$ cat config.mk
export PLATFORM = sky130hd
export DESIGN_NAME = shape_point_stream
export DESIGN_NICKNAME = d
export VERILOG_FILES = /design/src/rtl/shape_pkg.sv /design/src/rtl/shape_point_calc.sv /design/src/rtl/shape_point_stream.sv
export SDC_FILE = /design/constraint.sdc
export NUM_CORES = 1
export LEC_CHECK = 0
export BUFFER_PORTS_ARGS = -buffer_cell sky130_fd_sc_hd__buf_2
export CORE_MARGIN = 2
export CORE_UTILIZATION = 45
export DETAILED_ROUTE_END_ITERATION = 6
export PLACE_DENSITY = 0.63
export SYNTH_ARGS = -nofsm -noshare
export SYNTH_HDL_FRONTEND = slang
export SYNTH_SLANG_ARGS = --single-unit
$ cat constraint.sdc
create_clock -name clk -period 8.5 [get_ports clk]
set_input_delay 2.55 -clock clk [delete_from_list [all_inputs] [get_ports clk]]
set_output_delay 2.55 -clock clk [all_outputs]
set_load 0.005 [all_outputs]
$ cat src/rtl/shape_pkg.sv
// Shared definitions for the shape point streamer.
//   shape_e     : shape selector carried on cmd_shape.
//   CODE_BURST  : cmd_code value that turns a line command into an NPTS-point burst.
//   CIRCLE_PTS  : points emitted for an 8-way circle.
//   ELLIPSE_PTS : points emitted for a 4-way ellipse.
//   state_e     : streamer FSM states.
package shape_pkg;

  typedef enum logic [1:0] {
    LINE_X  = 2'b00,
    LINE_Y  = 2'b01,
    CIRCLE  = 2'b10,
    ELLIPSE = 2'b11
  } shape_e;

  localparam logic [3:0] CODE_BURST  = 4'b0101;
  localparam int         CIRCLE_PTS  = 8;
  localparam int         ELLIPSE_PTS = 4;

  typedef enum logic {
    ST_IDLE = 1'b0,
    ST_EMIT = 1'b1
  } state_e;

endpackage

$ cat src/rtl/shape_point_calc.sv
// Combinational point generator for one beat of a shape command.
// Optional build macro: SHAPE_STREAM_CLIP_EN (clamp results to [0,XMAX]/[0,YMAX];
// otherwise results wrap modulo 2^N).
// Ports:
//   shape          : latched shape selector
//   a, c, ex, bx   : latched operands (N bits)
//   acc            : line step accumulator (N+IW bits, never clamped)
//   idx            : point index within the command
//   x, y           : point coordinates (N bits)
module shape_point_calc
  import shape_pkg::*;
#(
  parameter int N    = 10,
  parameter int IW   = 3,
  parameter int XMAX = 639,
  parameter int YMAX = 479
) (
  input  shape_e          shape,
  input  logic [N-1:0]    a,
  input  logic [N-1:0]    c,
  input  logic [N-1:0]    ex,
  input  logic [N-1:0]    bx,
  input  logic [N+IW-1:0] acc,
  input  logic [IW-1:0]   idx,
  output logic [N-1:0]    x,
  output logic [N-1:0]    y
);

  // Wide enough for c*acc+ex without overflow, plus a sign bit for borrows.
  localparam int W = 2*N + IW + 2;

`ifdef SHAPE_STREAM_CLIP_EN
  localparam logic signed [W-1:0] XLIM = W'(XMAX);
  localparam logic signed [W-1:0] YLIM = W'(YMAX);

  function automatic logic [N-1:0] clamp(input logic signed [W-1:0] v,
                                         input logic signed [W-1:0] lim);
    logic [N-1:0] r;
    if (v[W-1]) begin
      r = {N{1'b0}};
    end else if (v > lim) begin
      r = lim[N-1:0];
    end else begin
      r = v[N-1:0];
    end
    return r;
  endfunction
`endif

  logic signed [W-1:0] a_w_s, c_w_s, ex_w_s, bx_w_s, acc_w_s;
  logic signed [W-1:0] lin_s, d1_s, d2_s, rx_s, ry_s;

  // Full-width point arithmetic followed by the wrap/clamp stage.
  always_comb begin
    a_w_s   = {{(W-N){1'b0}}, a};
    c_w_s   = {{(W-N){1'b0}}, c};
    ex_w_s  = {{(W-N){1'b0}}, ex};
    bx_w_s  = {{(W-N){1'b0}}, bx};
    acc_w_s = {{(W-N-IW){1'b0}}, acc};
    lin_s   = c_w_s * acc_w_s + ex_w_s;
    // Index bit 2 swaps the offsets; bit 0 negates x, bit 1 negates y.
    d1_s    = idx[2] ? bx_w_s : c_w_s;
    d2_s    = idx[2] ? c_w_s  : bx_w_s;
    rx_s    = {W{1'b0}};
    ry_s    = {W{1'b0}};
    case (shape)
      LINE_X: begin
        rx_s = acc_w_s;
        ry_s = lin_s;
      end
      LINE_Y: begin
        rx_s = lin_s;
        ry_s = acc_w_s;
      end
      CIRCLE, ELLIPSE: begin
        rx_s = idx[0] ? (a_w_s - d1_s)  : (a_w_s + d1_s);
        ry_s = idx[1] ? (ex_w_s - d2_s) : (ex_w_s + d2_s);
      end
      default: begin
        rx_s = {W{1'b0}};
        ry_s = {W{1'b0}};
      end
    endcase
`ifdef SHAPE_STREAM_CLIP_EN
    x = clamp(rx_s, XLIM);
    y = clamp(ry_s, YLIM);
`else
    x = rx_s[N-1:0];
    y = ry_s[N-1:0];
`endif
  end

endmodule

$ cat src/rtl/shape_point_stream.sv
// Shape point streamer: accepts one shape command over a valid/ready handshake
// and streams its points one per cycle as (x,y) beats with index and last flag.
// Optional build macro: SHAPE_STREAM_CLIP_EN (coordinate clamping, see
// shape_point_calc). Ports and timing are identical in both builds.
// Ports:
//   clk, rst                      : clock, asynchronous active-high reset
//   cmd_valid/cmd_ready           : command handshake
//   cmd_shape, cmd_code           : shape selector, mode (CODE_BURST = burst line)
//   cmd_a, cmd_c, cmd_ex, cmd_bx  : operands
//   pt_valid/pt_ready             : point beat handshake
//   pt_x, pt_y, pt_idx, pt_last   : beat payload (zero when pt_valid is low)
//   busy                          : command in progress
module shape_point_stream
  import shape_pkg::*;
#(
  parameter int N    = 10,
  parameter int NPTS = 8,
  parameter int XMAX = 639,
  parameter int YMAX = 479,
  localparam int IW  = $clog2((NPTS > CIRCLE_PTS) ? NPTS : CIRCLE_PTS)
) (
  input  logic          clk,
  input  logic          rst,
  input  logic          cmd_valid,
  output logic          cmd_ready,
  input  logic [1:0]    cmd_shape,
  input  logic [3:0]    cmd_code,
  input  logic [N-1:0]  cmd_a,
  input  logic [N-1:0]  cmd_c,
  input  logic [N-1:0]  cmd_ex,
  input  logic [N-1:0]  cmd_bx,
  output logic          pt_valid,
  input  logic          pt_ready,
  output logic [N-1:0]  pt_x,
  output logic [N-1:0]  pt_y,
  output logic [IW-1:0] pt_idx,
  output logic          pt_last,
  output logic          busy
);

  state_e          state_q, state_d;
  shape_e          shape_q, shape_d;
  logic [N-1:0]    a_q, a_d, c_q, c_d, ex_q, ex_d, bx_q, bx_d;
  logic [N+IW-1:0] acc_q, acc_d;
  logic [IW-1:0]   idx_q, idx_d;
  // Index of the final point; stored instead of the count so NPTS fits in IW bits.
  logic [IW-1:0]   last_q, last_d;
  logic [N-1:0]    calc_x_s, calc_y_s;
  logic            emit_s, at_last_s;

  // Handshake and beat qualifiers derived from registered state.
  always_comb begin
    emit_s    = (state_q == ST_EMIT);
    at_last_s = (idx_q == last_q);
    cmd_ready = (state_q == ST_IDLE) && !rst;
    pt_valid  = emit_s;
    busy      = emit_s;
    pt_last   = emit_s && at_last_s;
    pt_idx    = emit_s ? idx_q : {IW{1'b0}};
    pt_x      = emit_s ? calc_x_s : {N{1'b0}};
    pt_y      = emit_s ? calc_y_s : {N{1'b0}};
  end

  // Next-state logic: command latch in IDLE, beat stepping in EMIT.
  always_comb begin
    state_d = state_q;
    shape_d = shape_q;
    a_d     = a_q;
    c_d     = c_q;
    ex_d    = ex_q;
    bx_d    = bx_q;
    acc_d   = acc_q;
    idx_d   = idx_q;
    last_d  = last_q;
    case (state_q)
      ST_IDLE: begin
        if (cmd_valid && cmd_ready) begin
          shape_d = shape_e'(cmd_shape);
          a_d     = cmd_a;
          c_d     = cmd_c;
          ex_d    = cmd_ex;
          bx_d    = cmd_bx;
          acc_d   = {{IW{1'b0}}, cmd_a};
          idx_d   = {IW{1'b0}};
          state_d = ST_EMIT;
          case (shape_e'(cmd_shape))
            LINE_X, LINE_Y: last_d = (cmd_code == CODE_BURST) ? IW'(NPTS - 1) : {IW{1'b0}};
            CIRCLE:         last_d = IW'(CIRCLE_PTS - 1);
            ELLIPSE:        last_d = IW'(ELLIPSE_PTS - 1);
            default:        last_d = {IW{1'b0}};
          endcase
        end else begin
          state_d = ST_IDLE;
        end
      end
      ST_EMIT: begin
        if (pt_ready) begin
          if (at_last_s) begin
            state_d = ST_IDLE;
          end else begin
            idx_d = idx_q + {{(IW-1){1'b0}}, 1'b1};
            acc_d = acc_q + {{IW{1'b0}}, bx_q};
          end
        end else begin
          state_d = ST_EMIT;
        end
      end
      default: begin
        state_d = ST_IDLE;
      end
    endcase
  end

  // State and latched-command registers.
  always_ff @(posedge clk or posedge rst) begin
    if (rst) begin
      state_q <= ST_IDLE;
      shape_q <= LINE_X;
      a_q     <= {N{1'b0}};
      c_q     <= {N{1'b0}};
      ex_q    <= {N{1'b0}};
      bx_q    <= {N{1'b0}};
      acc_q   <= {(N+IW){1'b0}};
      idx_q   <= {IW{1'b0}};
      last_q  <= {IW{1'b0}};
    end else begin
      state_q <= state_d;
      shape_q <= shape_d;
      a_q     <= a_d;
      c_q     <= c_d;
      ex_q    <= ex_d;
      bx_q    <= bx_d;
      acc_q   <= acc_d;
      idx_q   <= idx_d;
      last_q  <= last_d;
    end
  end

  shape_point_calc #(
    .N    (N),
    .IW   (IW),
    .XMAX (XMAX),
    .YMAX (YMAX)
  ) u_calc (
    .shape (shape_q),
    .a     (a_q),
    .c     (c_q),
    .ex    (ex_q),
    .bx    (bx_q),
    .acc   (acc_q),
    .idx   (idx_q),
    .x     (calc_x_s),
    .y     (calc_y_s)
  );

endmodule

* Word level (Yosys, flattened, before mapping) *
Cells that the tools add are included.

word-level totals
  output and inout bits = 27
  register bits = 62

operators by class
  $mul = 1
  reductions and logical operators = 10
  $add $sub $neg = 7
  eq/ne operators = 11
  muxes and demuxes = 23
  bitwise logic cells = 1

operator list
  cell                                           number
  2-to-1 mux 10 bit                              6
  one-hot mux 10 bit (3 select lines)            2
  2-to-1 mux 13 bit                              3
  adder 10 bit                                   3
  one-hot mux 13 bit (2 select lines)            1
  subtractor 10 bit                              2
  2-to-1 mux 3 bit                               5
  adder 13 x 10 -> 13 bit                        1
  multiplier 10 x 13 -> 10 bit                   1
  one-hot mux 3 bit (3 select lines)             1
  == test 2 bit, second input constant           4
  one-hot mux 3 bit (2 select lines)             1
  == test 2 x 1 -> 1 bit, second input constant  2
  == test 4 x 3 -> 1 bit, second input constant  1
  logical NOT 2 bit                              2
  != test 2 bit, second input constant           2
  OR reduction 2 bit                             2
  adder 3 x 1 -> 3 bit, second input constant    1
  == test 3 bit                                  1
  logical AND 1 bit                              3
  2-to-1 mux 1 bit                               3
  AND reduction 3 bit                            1
  != test 2 x 1 -> 1 bit, second input constant  1
  one-hot mux 1 bit (2 select lines)             1
  3 further kinds                                3

* Logic depth before layout (Yosys ltp) *
  depth after elaboration = 5
  depth in mapped cells = 20

* Hierarchy *
From an unflattened synthesis, not the netlist that was laid out.

unflattened totals
  cells, all modules = 842
  area, all modules = 6750.2 µm²

by module, submodules not included
  module              times used  cells an instance  seq. area each (µm²)  area each (µm²)
  shape_point_calc    1           487                0.0                   3623.5
  shape_point_stream  1           355                1526.5                3126.7

* Worst setup path after synthesis *
No wires, ideal clock.

  kind = flip-flop to output port
  from = register c_q[2]
  to = output port pt_x[9]
  required time = 5950 ps
  data arrival time = 4734 ps
  buffers on the path = 1
  cell stages (with the launch flop) = 17
  slack = 1216 ps
  cells stage by stage = dfrtp_1 -> clkbuf_1 -> nand2_1 -> fa_1 -> fa_1 -> inv_1 -> fa_1 -> fa_1 -> inv_1 -> fa_1 -> xor2_1 -> xnor3_1 -> xnor3_1 -> xnor3_1 -> xor2_1 -> o211ai_1 -> a21oi_1

between the ends
  word-level cells in the longest chain between the ends = 5

RTL lines
  element                                                               line                       RTL
  start: declaration                                                    shape_point_stream.sv:43   logic [N-1:0] a_q, a_d, c_q, c_d, ex_q, ex_d, bx_q, bx_d;
  start signal: assignment                                              shape_point_stream.sv:120  c_q <= {N{1'b0}};
  branches (longest 3 deep; another with multiplier 10 x 13 -> 10 bit)  n/a
  one-hot mux 10 bit (3 select lines) (*)                               shape_point_calc.sv:66     case (shape)
  2-to-1 mux 10 bit (*)                                                 shape_point_stream.sv:60   pt_x = emit_s ? calc_x_s : {N{1'b0}};
  end: declaration                                                      shape_point_stream.sv:34   output logic [N-1:0] pt_x,

Mark *: on every way between the ends.

* Final worst setup path *
  from = register c_q[1]
  to = output port pt_x[9]

Same word-level chain as after synthesis.

==> flow_summary.json <==
{
  "setup_viol": 0,
  "final_cell_mix": "79 x inv_1, 76 x buf_2, 73 x nand2_1, 58 x ha_1, 58 x dfrtp_1",
  "layout_commonest_cell": "inv_1",
  "ctsHtreeMaxLevel": 3,
  "crit_arrival_ns": 5.64,
  "num_rows": 43,
  "finalCritPeriodShare_pct": 96.4,
  "initialDrtViolationCount": 387,
  "ys.warnings.count": 0,
  "reg2reg_from": "acc_q[0]",
  "max_freq_ghz": 0.122,
  "crit_path_max_incr_delay_ns": 0.67,
  "clk_pin_slew_ns": 0.06,
  "grt_pass1_wl_um": 29300,
  "startpoint": "c_q[1]",
  "avgViaCountPerCell": 5.65,
  "num_antenna_cells": 0,
  "numCtsBuffers": 9,
  "hold_viol_final": 0,
  "remaining_drc_errors": 0,
  "grt_util_all_layers_pct": 25.6,
  "antenna_found_initial": 0,
  "synth_nets": 879,
  "vias": 5523,
  "worst_slew_pin_slew_ns": 0.906,
  "die_y_um": 124,
  "cts_tree": "built",
  "grt_pass1_vias": 5501,
  "drv_cap": 0,
  "die_area_sq_um": 15300,
  "wl_per_cell_um": 19.0,
  "cts.sinks": 58,
  "synthArstFlopShare_pct": 100,
  "reg2regPathDepth": 10,
  "synthCells": 738,
  "endpoint": "pt_x[9]",
  "root_buffer": "clkbuf_16",
  "syn_area_sq_um": 6440,
  "criticalPathCategory": "register to output port",
  "rsz0062_at_grt": "no",
  "cp-end-kind": "output port",
  "crit_required_ns": 5.95,
  "worstSkewPairLatency_ns": 0.34,
  "ys_ff_latch": 58,
  "dp_hpwl_um": 14200,
  "syn2layout_area_growth_pct": 12.9,
  "io_pins": 77,
  "ys_seq_area_share_pct": 22.5,
  "skew_ns": 0.00756,
  "grt_max_degree": 63,
  "crit_chain": "nand2_1 -> fa_1 -> fa_1 -> inv_1 -> fa_1 -> fa_1 -> inv_1 -> fa_1 -> xor2_1 -> xnor3_1 -> xnor3_1 -> xnor3_1 -> xor2_1 -> o211ai_1 -> a21oi_1 -> buf_2",
  "stdcell_area_sq_um": 7270,
  "slowest_stage": "dfrtp_1",
  "syn_avg_cell_area_sq_um": 8.73,
  "synth_ff_type": "dfrtp_1",
  "cts.path.max_buffers": 2,
  "multiInputGateArea_sq_um": 4520,
  "gp_congestion": 0.889,
  "globalRouteOverflowTotal": 0,
  "run_status": "completed",
  "wirelength_um": 18500,
  "fillCellCount": 1315,
  "drive_gt1_share_pct": 13.7,
  "reg2reg_slack_ns": 5.95,
  "antenna_left": 0,
  "ctsResizeCount": 0,
  "cts_setup_buffers": 0,
  "first_pass_iters": 5,
  "drv_slew": 0,
  "hold_class": "register to register",
  "core_sq_um": 13900,
  "dpl-instance-area_sq_um": 6940,
  "setup-tns-final_ns": 0,
  "port_buffers": 76,
  "crit_top_cell": "fa_1",
  "final-seq-area_sq_um": 1450,
  "start_kind": "register",
  "ys_types": 59,
  "synth-edff-count": 0,
  "postCtsHoldBufs": 0,
  "fin_crit_ns": 8.19,
  "num-nets-final": 934,
  "slew_headroom_pct": 39.6,
  "reg2reg_to": "acc_q[8]",
  "die_x_um": 124,
  "crit_fanout": 15,
  "initial_core_util_pct": 46.2
}
[per-stage QoR]
step	util [%]	hold slack, ns	std cells	setup WS, ns
floorplan	-	0.465	738	1.22
global placement	49.8	0.485	962	0.788
detailed placement	49.8	0.506	962	0.684
CTS	52.2	0.517	977	0.307
global route	52.2	0.543	977	0.0405
finish	52.2	0.514	977	0.306
[how the worst min path moves through the flow]
stage,startpoint,end,depth (start not counted)
final,busy,idx_q[0],2
after global routing,a_q[3],a_q[3],1
after CTS,busy,idx_q[0],2
after detailed placement,busy,idx_q[0],2
after global placement,busy,idx_q[0],2
after floorplan,a_q[2],a_q[2],1
[area by class of cell]
class | instances | share of cell area, %
Clock buffer | 11 | 3.48
Clock inverter | 4 | 1.03
Inverter | 84 | 4.34
Multi-Input combinational cell | 557 | 62.1
Sequential cell | 58 | 20.0
Tap cell | 180 | 3.10
Timing Repair Buffer | 83 | 5.95
[critical path: cells and delay by family (launching register included)]
family                   cells  cell delay (ns)
AO/OA/AOI/OAI                2             0.35
XOR/XNOR                     5             1.47
adder cells (fa/ha/maj)      5             2.43
buffers and inverters        3             0.26
flip-flops                   1             0.67
AND/OR/NAND/NOR              1             0.13
[logic make-up after synthesis]
logic type	Yosys count	synth area share [%]
simple gates	201	15.1
compound gates	142	13.9
buf+inv	123	7.42
fa+ha+maj	91	21.5
mux	69	11.4
flops	58	22.5
xor+xnor	54	8.10
[sequential cells by signal (all words and copies together), names as in the netlist]
name,cells
c_q,10
bx_q,10
busy,1
shape_q,2
acc_q,10
a_q,10
idx_q,3
ex_q,10
last_q,2
[cells in the mapped netlist, types with 4 or more instances]
| library cell | n | area share, % |
|---|---|---|
| inv_1 | 80 | 4.7 |
| mux2_1 | 35 | 6.1 |
| or3_1 | 6 | 0.58 |
| buf_2 | 10 | 0.78 |
| nor2_1 | 43 | 2.5 |
| o21ai_1 | 28 | 2.2 |
| dfrtp_1 | 58 | 23 |
| xnor2_1 | 26 | 3.5 |
| nand2_1 | 73 | 4.3 |
| o21a_1 | 6 | 0.70 |
| fa_1 | 33 | 10 |
| inv_2 | 4 | 0.23 |
| a21oi_1 | 48 | 3.7 |
| o211ai_1 | 5 | 0.58 |
| a211oi_1 | 15 | 1.7 |
| nor3_1 | 9 | 0.70 |
| a21o_1 | 7 | 0.82 |
| nand3_1 | 10 | 0.78 |
| ha_1 | 58 | 11 |
| and3_1 | 4 | 0.39 |
| and2_1 | 21 | 2.0 |
| mux2i_1 | 33 | 5.1 |
| a211o_1 | 4 | 0.54 |
| buf_1 | 4 | 0.23 |
| or4_1 | 4 | 0.47 |
| nand2b_1 | 4 | 0.39 |
| nor2b_1 | 13 | 1.3 |
| xor2_1 | 24 | 3.3 |
| clkbuf_1 | 24 | 1.4 |
| o21ai_0 | 6 | 0.47 |
[per-layer routing]
layer | vias to the layer above | share of wire [%] | global-route usage (%)
met4 | 0 | 3.7 | 10.7
li1 | 2621 | - | -
met1 | 2667 | 44 | 34.8
met5 | - | 0 | 0
met3 | 42 | 5.1 | 3.53
met2 | 193 | 47 | 41.2
Power is not shown: default switching activity piles up to over one toggle a cycle in this logic, so the estimate is an artifact.
